[src/rtl/bna_pkg.sv]
// Shared constants for the binary accelerator output path.
// Holds the default packer geometry and the width helper used for
// beat counters and FIFO pointers.
package bna_pkg;

    localparam int IN_W_DEF       = 8;
    localparam int BEATS_DEF      = 4;
    localparam int FIFO_DEPTH_DEF = 4;

    // Bits needed to index n items; never narrower than one bit.
    function automatic int bnaWidth(input int n);
        return (n > 1) ? $clog2(n) : 1;
    endfunction

    localparam int CNT_W_DEF = bnaWidth(BEATS_DEF);
    localparam int PTR_W_DEF = bnaWidth(FIFO_DEPTH_DEF);

endpackage

[src/rtl/bna_sync_fifo.sv]
// Single-clock FIFO for the output path.
// Pointers carry one extra wrap bit so full and empty are told apart
// without a separate occupancy counter. A push into a full FIFO is
// accepted only when a pop happens at the same edge, so the slot being
// vacated is reused. clr_i empties the FIFO synchronously.
module bna_sync_fifo
    import bna_pkg::*;
#(
    parameter int WIDTH = 33,
    parameter int DEPTH = FIFO_DEPTH_DEF
) (
    input  logic             clk,
    input  logic             rst_n,
    input  logic             clr_i,
    input  logic             push_i,
    input  logic [WIDTH-1:0] data_i,
    input  logic             pop_i,
    output logic             full_o,
    output logic             empty_o,
    output logic [WIDTH-1:0] data_o
);

    localparam int PTR_W = bnaWidth(DEPTH);

    logic [PTR_W:0]   wrPtr_q, wrPtr_d;
    logic [PTR_W:0]   rdPtr_q, rdPtr_d;
    logic [WIDTH-1:0] mem_q [DEPTH];
    logic             doPush;
    logic             doPop;

    assign empty_o = (wrPtr_q == rdPtr_q);
    assign full_o  = (wrPtr_q[PTR_W] != rdPtr_q[PTR_W]) &&
                     (wrPtr_q[PTR_W-1:0] == rdPtr_q[PTR_W-1:0]);
    assign doPop   = pop_i & ~empty_o & ~clr_i;
    assign doPush  = push_i & ~clr_i & (~full_o | pop_i);
    assign data_o  = mem_q[rdPtr_q[PTR_W-1:0]];

    // Next pointer values: clear resets both, otherwise advance on push/pop.
    always_comb begin
        wrPtr_d = wrPtr_q;
        rdPtr_d = rdPtr_q;
        if (clr_i) begin
            wrPtr_d = '0;
            rdPtr_d = '0;
        end else begin
            if (doPush) wrPtr_d = wrPtr_q + 1'b1;
            if (doPop)  rdPtr_d = rdPtr_q + 1'b1;
        end
    end

    // Pointer registers.
    always_ff @(posedge clk or negedge rst_n) begin
        if (!rst_n) begin
            wrPtr_q <= '0;
            rdPtr_q <= '0;
        end else begin
            wrPtr_q <= wrPtr_d;
            rdPtr_q <= rdPtr_d;
        end
    end

    // Storage array; zeroed on reset so the head reads zero afterwards.
    always_ff @(posedge clk or negedge rst_n) begin
        if (!rst_n) begin
            for (int i = 0; i < DEPTH; i++) mem_q[i] <= '0;
        end else if (doPush) begin
            mem_q[wrPtr_q[PTR_W-1:0]] <= data_i;
        end
    end

endmodule

[src/rtl/bin_result_packer.sv]
// Packs per-lane 1-bit result beats into OUT_W-bit words and buffers them
// for the writeback side. The compute pipeline never stalls, so a word
// that finds the FIFO full (with no pop) is dropped and o_overflow sticks.
// Optional feature: define BIN_RESULT_PACKER_DROP_CNT_EN to add the
// saturating o_drop_cnt counter of discarded words.
module bin_result_packer
    import bna_pkg::*;
#(
    parameter int IN_W       = IN_W_DEF,
    parameter int BEATS      = BEATS_DEF,
    parameter int FIFO_DEPTH = FIFO_DEPTH_DEF
) (
    input  logic                  clk,
    input  logic                  rst_n,
    input  logic                  i_clr,
    input  logic                  i_valid,
    input  logic [IN_W-1:0]       i_data,
    input  logic                  i_last,
    output logic                  o_valid,
    input  logic                  i_ready,
    output logic [IN_W*BEATS-1:0] o_data,
    output logic                  o_last,
`ifdef BIN_RESULT_PACKER_DROP_CNT_EN
    output logic [15:0]           o_drop_cnt,
`endif
    output logic                  o_overflow
);

    localparam int OUT_W = IN_W * BEATS;
    localparam int CNT_W = bnaWidth(BEATS);

    logic [CNT_W-1:0] cnt_q, cnt_d;
    logic [OUT_W-1:0] asm_q, asm_d;
    logic             overflow_q, overflow_d;
    logic [OUT_W-1:0] wordDone;
    logic             complete;
    logic             fifoFull;
    logic             fifoEmpty;
    logic             pop;
    logic             push;
    logic             drop;
    logic [OUT_W:0]   headEntry;

    assign complete = i_valid & ~i_clr & ((cnt_q == CNT_W'(BEATS - 1)) | i_last);
    assign pop      = ~fifoEmpty & i_ready;
    assign push     = complete & (~fifoFull | pop);
    assign drop     = complete & fifoFull & ~pop;

    // Completed word: earlier slices from asm, current beat at cnt, zeros above.
    always_comb begin
        wordDone = '0;
        for (int b = 0; b < BEATS; b++) begin
            if (b < int'(cnt_q)) begin
                wordDone[b*IN_W +: IN_W] = asm_q[b*IN_W +: IN_W];
            end else if (b == int'(cnt_q)) begin
                wordDone[b*IN_W +: IN_W] = i_data;
            end
        end
    end

    // Beat counter and assembly register update; clear and completion restart at beat 0.
    always_comb begin
        cnt_d      = cnt_q;
        asm_d      = asm_q;
        overflow_d = overflow_q | drop;
        if (i_clr) begin
            cnt_d      = '0;
            asm_d      = '0;
            overflow_d = 1'b0;
        end else if (i_valid) begin
            if (complete) begin
                cnt_d = '0;
                asm_d = '0;
            end else begin
                cnt_d = cnt_q + 1'b1;
                asm_d[int'(cnt_q)*IN_W +: IN_W] = i_data;
            end
        end
    end

    // Assembly state and sticky overflow flag.
    always_ff @(posedge clk or negedge rst_n) begin
        if (!rst_n) begin
            cnt_q      <= '0;
            asm_q      <= '0;
            overflow_q <= 1'b0;
        end else begin
            cnt_q      <= cnt_d;
            asm_q      <= asm_d;
            overflow_q <= overflow_d;
        end
    end

    bna_sync_fifo #(
        .WIDTH (OUT_W + 1),
        .DEPTH (FIFO_DEPTH)
    ) u_fifo (
        .clk     (clk),
        .rst_n   (rst_n),
        .clr_i   (i_clr),
        .push_i  (push),
        .data_i  ({i_last, wordDone}),
        .pop_i   (pop),
        .full_o  (fifoFull),
        .empty_o (fifoEmpty),
        .data_o  (headEntry)
    );

    // Present the head word; outputs read zero while nothing is queued.
    always_comb begin
        o_valid = ~fifoEmpty;
        o_data  = '0;
        o_last  = 1'b0;
        if (!fifoEmpty) begin
            o_data = headEntry[OUT_W-1:0];
            o_last = headEntry[OUT_W];
        end
    end

    assign o_overflow = overflow_q;

`ifdef BIN_RESULT_PACKER_DROP_CNT_EN
    logic [15:0] dropCnt_q, dropCnt_d;

    // Saturating count of discarded words, cleared with the overflow flag.
    always_comb begin
        dropCnt_d = dropCnt_q;
        if (i_clr) begin
            dropCnt_d = '0;
        end else if (drop && dropCnt_q != 16'hFFFF) begin
            dropCnt_d = dropCnt_q + 16'd1;
        end
    end

    // Drop counter register.
    always_ff @(posedge clk or negedge rst_n) begin
        if (!rst_n) dropCnt_q <= '0;
        else        dropCnt_q <= dropCnt_d;
    end

    assign o_drop_cnt = dropCnt_q;
`endif

endmodule

[config.mk]
export PLATFORM = sky130hd
export DESIGN_NAME = bin_result_packer
export DESIGN_NICKNAME = d
export VERILOG_FILES = /design/src/rtl/bna_pkg.sv /design/src/rtl/bna_sync_fifo.sv /design/src/rtl/bin_result_packer.sv
export SDC_FILE = /design/constraint.sdc
export NUM_CORES = 1
export LEC_CHECK = 0
export CORE_MARGIN = 2
export CORE_UTILIZATION = 45
export CTS_CLUSTER_SIZE = 20
export DETAILED_ROUTE_END_ITERATION = 8
export DONT_BUFFER_PORTS = 1
export PLACE_DENSITY_LB_ADDON = 0.12
export SETUP_SLACK_MARGIN = 0.15
export SYNTH_ARGS = -nofsm -noshare
export SYNTH_HDL_FRONTEND = slang
export SYNTH_SLANG_ARGS = --single-unit
[constraint.sdc]
create_clock -name clk -period 3.2 [get_ports clk]
set_input_delay 0.64 -clock clk [delete_from_list [all_inputs] [get_ports clk]]
set_output_delay 0.64 -clock clk [all_outputs]
set_load 0.01 [all_outputs]
==> reports/results.tsv, run 1 <==
metric	value	unit
multi_input_area	3984	µm²
cts_resized	0	
io_buffers	0	
dpl.cell_count	761	
met2_usage	0.3179	
root_buffer	clkbuf_16	
antenna_found_initial	0	
postCtsSetupRepairBufs	0	
path_max_fanout	12	
design.die.area	19690	µm²
required	2.56	ns
startpoint_type	register	
finalPower	5.151	mW
grt_pass1_vias	4869	
stdcell_area	9205	µm²
whs	-0.08980	ns
finalHoldViolations	165	
worstMarginPinSlew	0.9375	ns
ys.flop_type	dfrtp_1	
synth_area_per_cell	15.13	µm²
synth-edff-count	0	
synth_common_cells	dfrtp_1, mux2_4, nor2b_1	
regArea	4130	µm²
ys_seq_elements	165	
dpl_cell_area	8552	µm²
core_area	18090	µm²
grt-busiest-layer	met2	
num_rows	49	
setup_tns	0	ns
start_util	0.4625	
detailed_place_hpwl	10.86	mm
worst_slack	0.4146	ns
clock-sinks	165	
final.period_utilization	0.8704	
gp_congestion	0.7359	
dp_slack	0.5802	ns
final_nets	575	
hold_class	primary input to async pin	
syn2layout_area_growth	10.05	%
clock_skew	0.01050	ns
rsz0062_at_grt	false	
ios	49	
clk_latency	0.42	ns
die-width	140.3	µm
violations	hold timing	
grt_pass1_wl	28.91	mm
yosysSeqAreaShare	0.4936	
synth_area	8364	µm²
tritoncts	yes	
grt_usage	0.1926	
synth_area_leaders	dfrtp_1, mux2_4, mux4_2	
drv_slew	0	
min_period	2.785	ns
dr.pass1.iters	4	
synthesis.nets	577	
timing.max_cap.violations	0	
maxSlewHeadroom	0.3702	
grt_max_degree	166	
wl_per_cell	22.54	µm
ctsHtreeMaxLevel	4	
synth_top_area_share	0.4936	
fillerInstances	1500	
crit_arrival	2.15	ns
async_reset_ff_frac	1.000	
power_per_cell_area	559.6	nW/µm²
critPathKind	register to output pin	
drtAntennaViolNets	0	
leakage	4.153	nW
n_antenna_cell	0	
worstSetupEndpointType	output pin	
finalNonFillerCells	793	
fmax	359.0	MHz
clock_path_buffers	2	
grt_overflow_total	0	
syn_inst	553	
drc	0	
use_met1	0.2656	
clkSlewWorstSetupHoldPaths	0.07	ns
setup_viol	0	
outcome	complete, but fails checks	
die_h	140.3	µm
via_per_inst	5.552	
numCtsBuffers	17	
yosysWarnings	0	
max-vdd-ir-drop	0.3251	mV
netlist-cell-type-count	35	
drive_above_1_share	0.4060	
yosysTopAreaCell	dfrtp_1	
post-synth-top-count-cell	dfrtp_1	
drt_iter0_drc	328	
gr-usage-met3	0.03897	
final_core_util	0.5090	
via_count	4403	
routed_wl	17.88	mm
## registers in the layout, summed over array words and instances, names as in the netlist
name,flops
u_fifo.mem_q,132
o_overflow,1
u_fifo.wrPtr_q,3
u_fifo.rdPtr_q,3
asm_q,24
cnt_q,2
## final timing paths
kind | startpoint | endpoint | slack (ns) | depth (start not counted)
setup / recovery | u_fifo.rdPtr_q[0] | o_data[4] | 0.41 | 3
hold / removal | rst_n | u_fifo.mem_q[90] | -0.09 | 0
setup reg to reg | cnt_q[1] | asm_q[8] | 0.55 | 7
hold reg to reg | asm_q[6] | asm_q[6] | 0.49 | 1
max in group asynchronous | rst_n | u_fifo.mem_q[70] | 3.03 | 0
min in group clk | i_clr | u_fifo.rdPtr_q[0] | 0.28 | 1
## critical path, stage by stage, from the launching register on
cell	delay (ns)
dfrtp_2	0.68
buf_4	0.31
mux4_2	0.54
nor2b_1	0.18
## cell families after synthesis
| family | Yosys count | synth area share |
|---|---|---|
| mux | 177 | 0.3355 |
| fa+ha+maj | 10 | 0.01496 |
| buf+inv | 42 | 0.03066 |
| flops | 165 | 0.4936 |
| simple gates | 101 | 0.06941 |
| xor+xnor | 7 | 0.009574 |
| compound gates | 51 | 0.04622 |
## cells in the final DEF (no fill, tap or decap), types with 5 or more instances in the layout
| cell type | Yosys | layout |
|---|---|---|
| clkbuf_16 | 0 | 17 |
| o21ai_0 | 16 | 16 |
| buf_4 | 0 | 15 |
| a22o_1 | 24 | 24 |
| inv_1 | 5 | 5 |
| and2_1 | 8 | 8 |
| mux2_2 | 21 | 21 |
| nor2b_1 | 34 | 34 |
| mux4_2 | 33 | 33 |
| dfrtp_1 | 165 | 164 |
| ha_1 | 10 | 10 |
| nand2_1 | 33 | 33 |
| mux2_4 | 119 | 119 |
| nor2_1 | 8 | 8 |
## layer usage
metal,wire (µm),vias up
li1,-,1992
met1,8204,2334
met2,8989,71
met3,591,6
met4,91,0
met5,0,-
## power by group
part | switching (mW) | internal [mW] | total, mW
Sequential | 0.0905 | 2.21 | 2.30
Clock | 0.836 | 1.39 | 2.23
Combinational | 0.276 | 0.347 | 0.623
Total | 1.20 | 3.95 | 5.15
## final cells by class
class / count / area share
Clock buffer: 21 / 0.05220
Tap cell: 229 / 0.03113
Sequential cell: 165 / 0.4487
Clock inverter: 11 / 0.01876
Inverter: 5 / 0.002039
Timing Repair Buffer: 16 / 0.01441
Multi-Input combinational cell: 346 / 0.4328
Note: power is estimated with default switching activity, not from simulation.
==> run 2: changes to the inputs <==
--- a/config.mk
+++ b/config.mk
@@ -5,6 +5,7 @@
 export SDC_FILE = /design/constraint.sdc
 export NUM_CORES = 1
 export LEC_CHECK = 0
+export CAP_MARGIN = 15
 export CORE_MARGIN = 2
 export CORE_UTILIZATION = 45
 export CTS_CLUSTER_SIZE = 20
==> constraint.sdc (replaced) <==
create_clock -name clk -period 3.2 [get_ports clk]
set_input_delay 0.48 -clock clk [delete_from_list [all_inputs] [get_ports clk]]
set_output_delay 0.48 -clock clk [all_outputs]
set_load 0.01 [all_outputs]
==> run 2 against run 1 <==
Effect of this change:
- the flow still finishes with violations (hold timing)
- via count is 1.4% higher
- sequential power about the same
- sequential share of layout area up 0.42 points
- worst hold slack worse by 0.17 ns
- flip-flop and latch count is the same
- die area unchanged
- first-iteration DRC count down 7.9%
- register-to-register slack improved by 0.02 ns
- routed wire length rose by 0.30%
- critical path depth rose by 4
- largest cell class unchanged
==> reports/results.tsv, run 2 (same netlist as run 1, synthesis figures left out) <==
metric	value	unit	change
postCtsSetupRepairBufs	0		unchanged
clk_latency	0.43	ns	about the same
min_period	2.628	ns	-0.1575 ns
tritoncts	yes		
die-width	140.3	µm	unchanged
crit_arrival	2.94	ns	+0.79 ns
die_h	140.3	µm	unchanged
worstSetupEndpointType	register		
path_max_fanout	19		+7
gp_congestion	0.7265		-1.3%
largest_reg_flops	132		unchanged
numCtsBuffers	17		unchanged
setup_tns	0	ns	unchanged
via_per_inst	5.638		+1.5%
dpl.cell_count	760		-0.13%
final_nets	574		-0.17%
dp_slack	0.5620	ns	-0.01824 ns
leakage	4.106	nW	-1.1%
rsz0062_at_grt	false		
maxSlewHeadroom	0.3960		+0.02584
startpoint_type	register		
drtAntennaViolNets	0		unchanged
dr.pass1.iters	5		+1
io_buffers	0		unchanged
outcome	complete, but fails checks		
root_buffer	clkbuf_16		
ios	49		unchanged
worst_slack	0.5721	ns	+0.1575 ns
num_rows	49		unchanged
fmax	380.5	MHz	+6.0%
power_per_cell_area	540.6	nW/µm²	-3.4%
max-vdd-ir-drop	0.4632	mV	+42%
grt_pass1_vias	4983		+2.3%
clkSlewWorstSetupHoldPaths	0.07	ns	about the same
grt_overflow_total	0		unchanged
cp-startpoint	cnt_q[1]		
layout_common_cells	dfrtp_1, mux2_4, nor2b_1		
finalHoldViolations	165		unchanged
via_count	4465		+1.4%
hold_class	primary input to async pin		
core_area	18090	µm²	unchanged
syn2layout_area_growth	9.020	%	
cts_resized	0		unchanged
timing.max_cap.violations	0		unchanged
drc	0		unchanged
clock_path_buffers	2		unchanged
wl_per_cell	22.64	µm	+0.43%
antenna_found_initial	0		unchanged
grt_pass1_wl	29.01	mm	+0.33%
clock_skew	0.009039	ns	-0.001462 ns
grt_usage	0.1938		+0.001110
required	3.52	ns	+0.96 ns
drt_iter0_drc	302		-7.9%
drive_above_1_share	0.4032		-0.002831
timing.rr.start	cnt_q[1]		
top_register	u_fifo.mem_q		
finalNonFillerCells	792		-0.13%
violations	hold timing		
detailed_place_hpwl	10.71	mm	-1.4%
final_common_cell	dfrtp_1		
clock-sinks	165		unchanged
fillerInstances	1538		+2.5%
setup_viol	0		unchanged
n_antenna_cell	0		unchanged
routed_wl	17.93	mm	+0.30%
final.period_utilization	0.8212		-0.04921
critPathKind	register to register		
start_util	0.4625		unchanged
drv_slew	0		unchanged
ctsHtreeMaxLevel	4		unchanged
grt_max_degree	166		unchanged
worstMarginPinSlew	0.8991	ns	-0.03847 ns
design.die.area	19690	µm²	unchanged
whs	-0.2644	ns	-0.1746 ns
reg.largest.list	u_fifo.mem_q: 132 flops, asm_q: 24 flops		
==> run 2: cell types whose count changed in the layout (fill, tap and decap cells not counted), sizes merged <==
cell,change
inv,+7
bufinv,-3
clkbuf,-3
clkinv,-2
buf,-1
clkinvlp,+1
==> run 2: critical path, cell delays in order (launching register included) <==
cell and delay, ns:
dfrtp_1 0.66, ha_1 0.27, o21a_1 0.25, o41ai_4 0.16, buf_4 0.20, nor3b_4 0.20, buf_4 0.38, mux2_2 0.38
==> run 2: area by class of cell <==
| type | count | area [µm²] | share of cell area |
|---|---|---|---|
| clock buffer | 18 | 429.2 | 0.04706 |
| multi-input combinational | 346 | 3984 | 0.4369 |
| tap | 229 | 286.5 | 0.03142 |
| sequential | 165 | 4130 | 0.4529 |
| clock inverter | 14 | 145.1 | 0.01592 |
| inverter | 5 | 18.77 | 0.002058 |
| timing repair buffer | 15 | 125.1 | 0.01372 |
==> run 2: worst paths after layout <==
check / to / slack (ns) / cells after the start
min: u_fifo.mem_q[123] / -0.26 / 0
min in group clk: u_fifo.rdPtr_q[0] / 0.11 / 1
max reg2reg: u_fifo.mem_q[83] / 0.57 / 7
max in group asynchronous: u_fifo.mem_q[41] / 3.18 / 0
min reg2reg: asm_q[5] / 0.51 / 1
max: u_fifo.mem_q[83] / 0.57 / 7
==> run 2: metrics by stage <==
step / hold WS, ns / utilization / area [µm²] / power (mW)
floorplan: 0.1844 / - / 8364 / 2.821
global placement: 0.1903 / 0.4724 / 8544 / 2.945
detailed placement: 0.1894 / 0.4724 / 8544 / 2.961
CTS: -0.2825 / 0.5042 / 9119 / 4.990
global route: -0.2887 / 0.5042 / 9119 / 5.132
finish: -0.2644 / 0.5042 / 9119 / 4.929
==> run 2: per-layer routing <==
metal / part of all wire / global-route usage / vias to the layer above
li1: - / - / 1993
met1: 0.46 / 0.2582 / 2386
met2: 0.49 / 0.3191 / 66
met3: 0.035 / 0.04444 / 20
met4: 0.015 / 0.05688 / 0
met5: 0 / 0 / -
==> run 2: report_power, final <==
group	internal, mW	switching, mW	leakage (nW)	total (mW)
clock network	1.10	0.915	0.278	2.01
logic	0.345	0.290	1.56	0.635
registers	2.21	0.0735	2.27	2.28
total	3.65	1.28	4.11	4.93
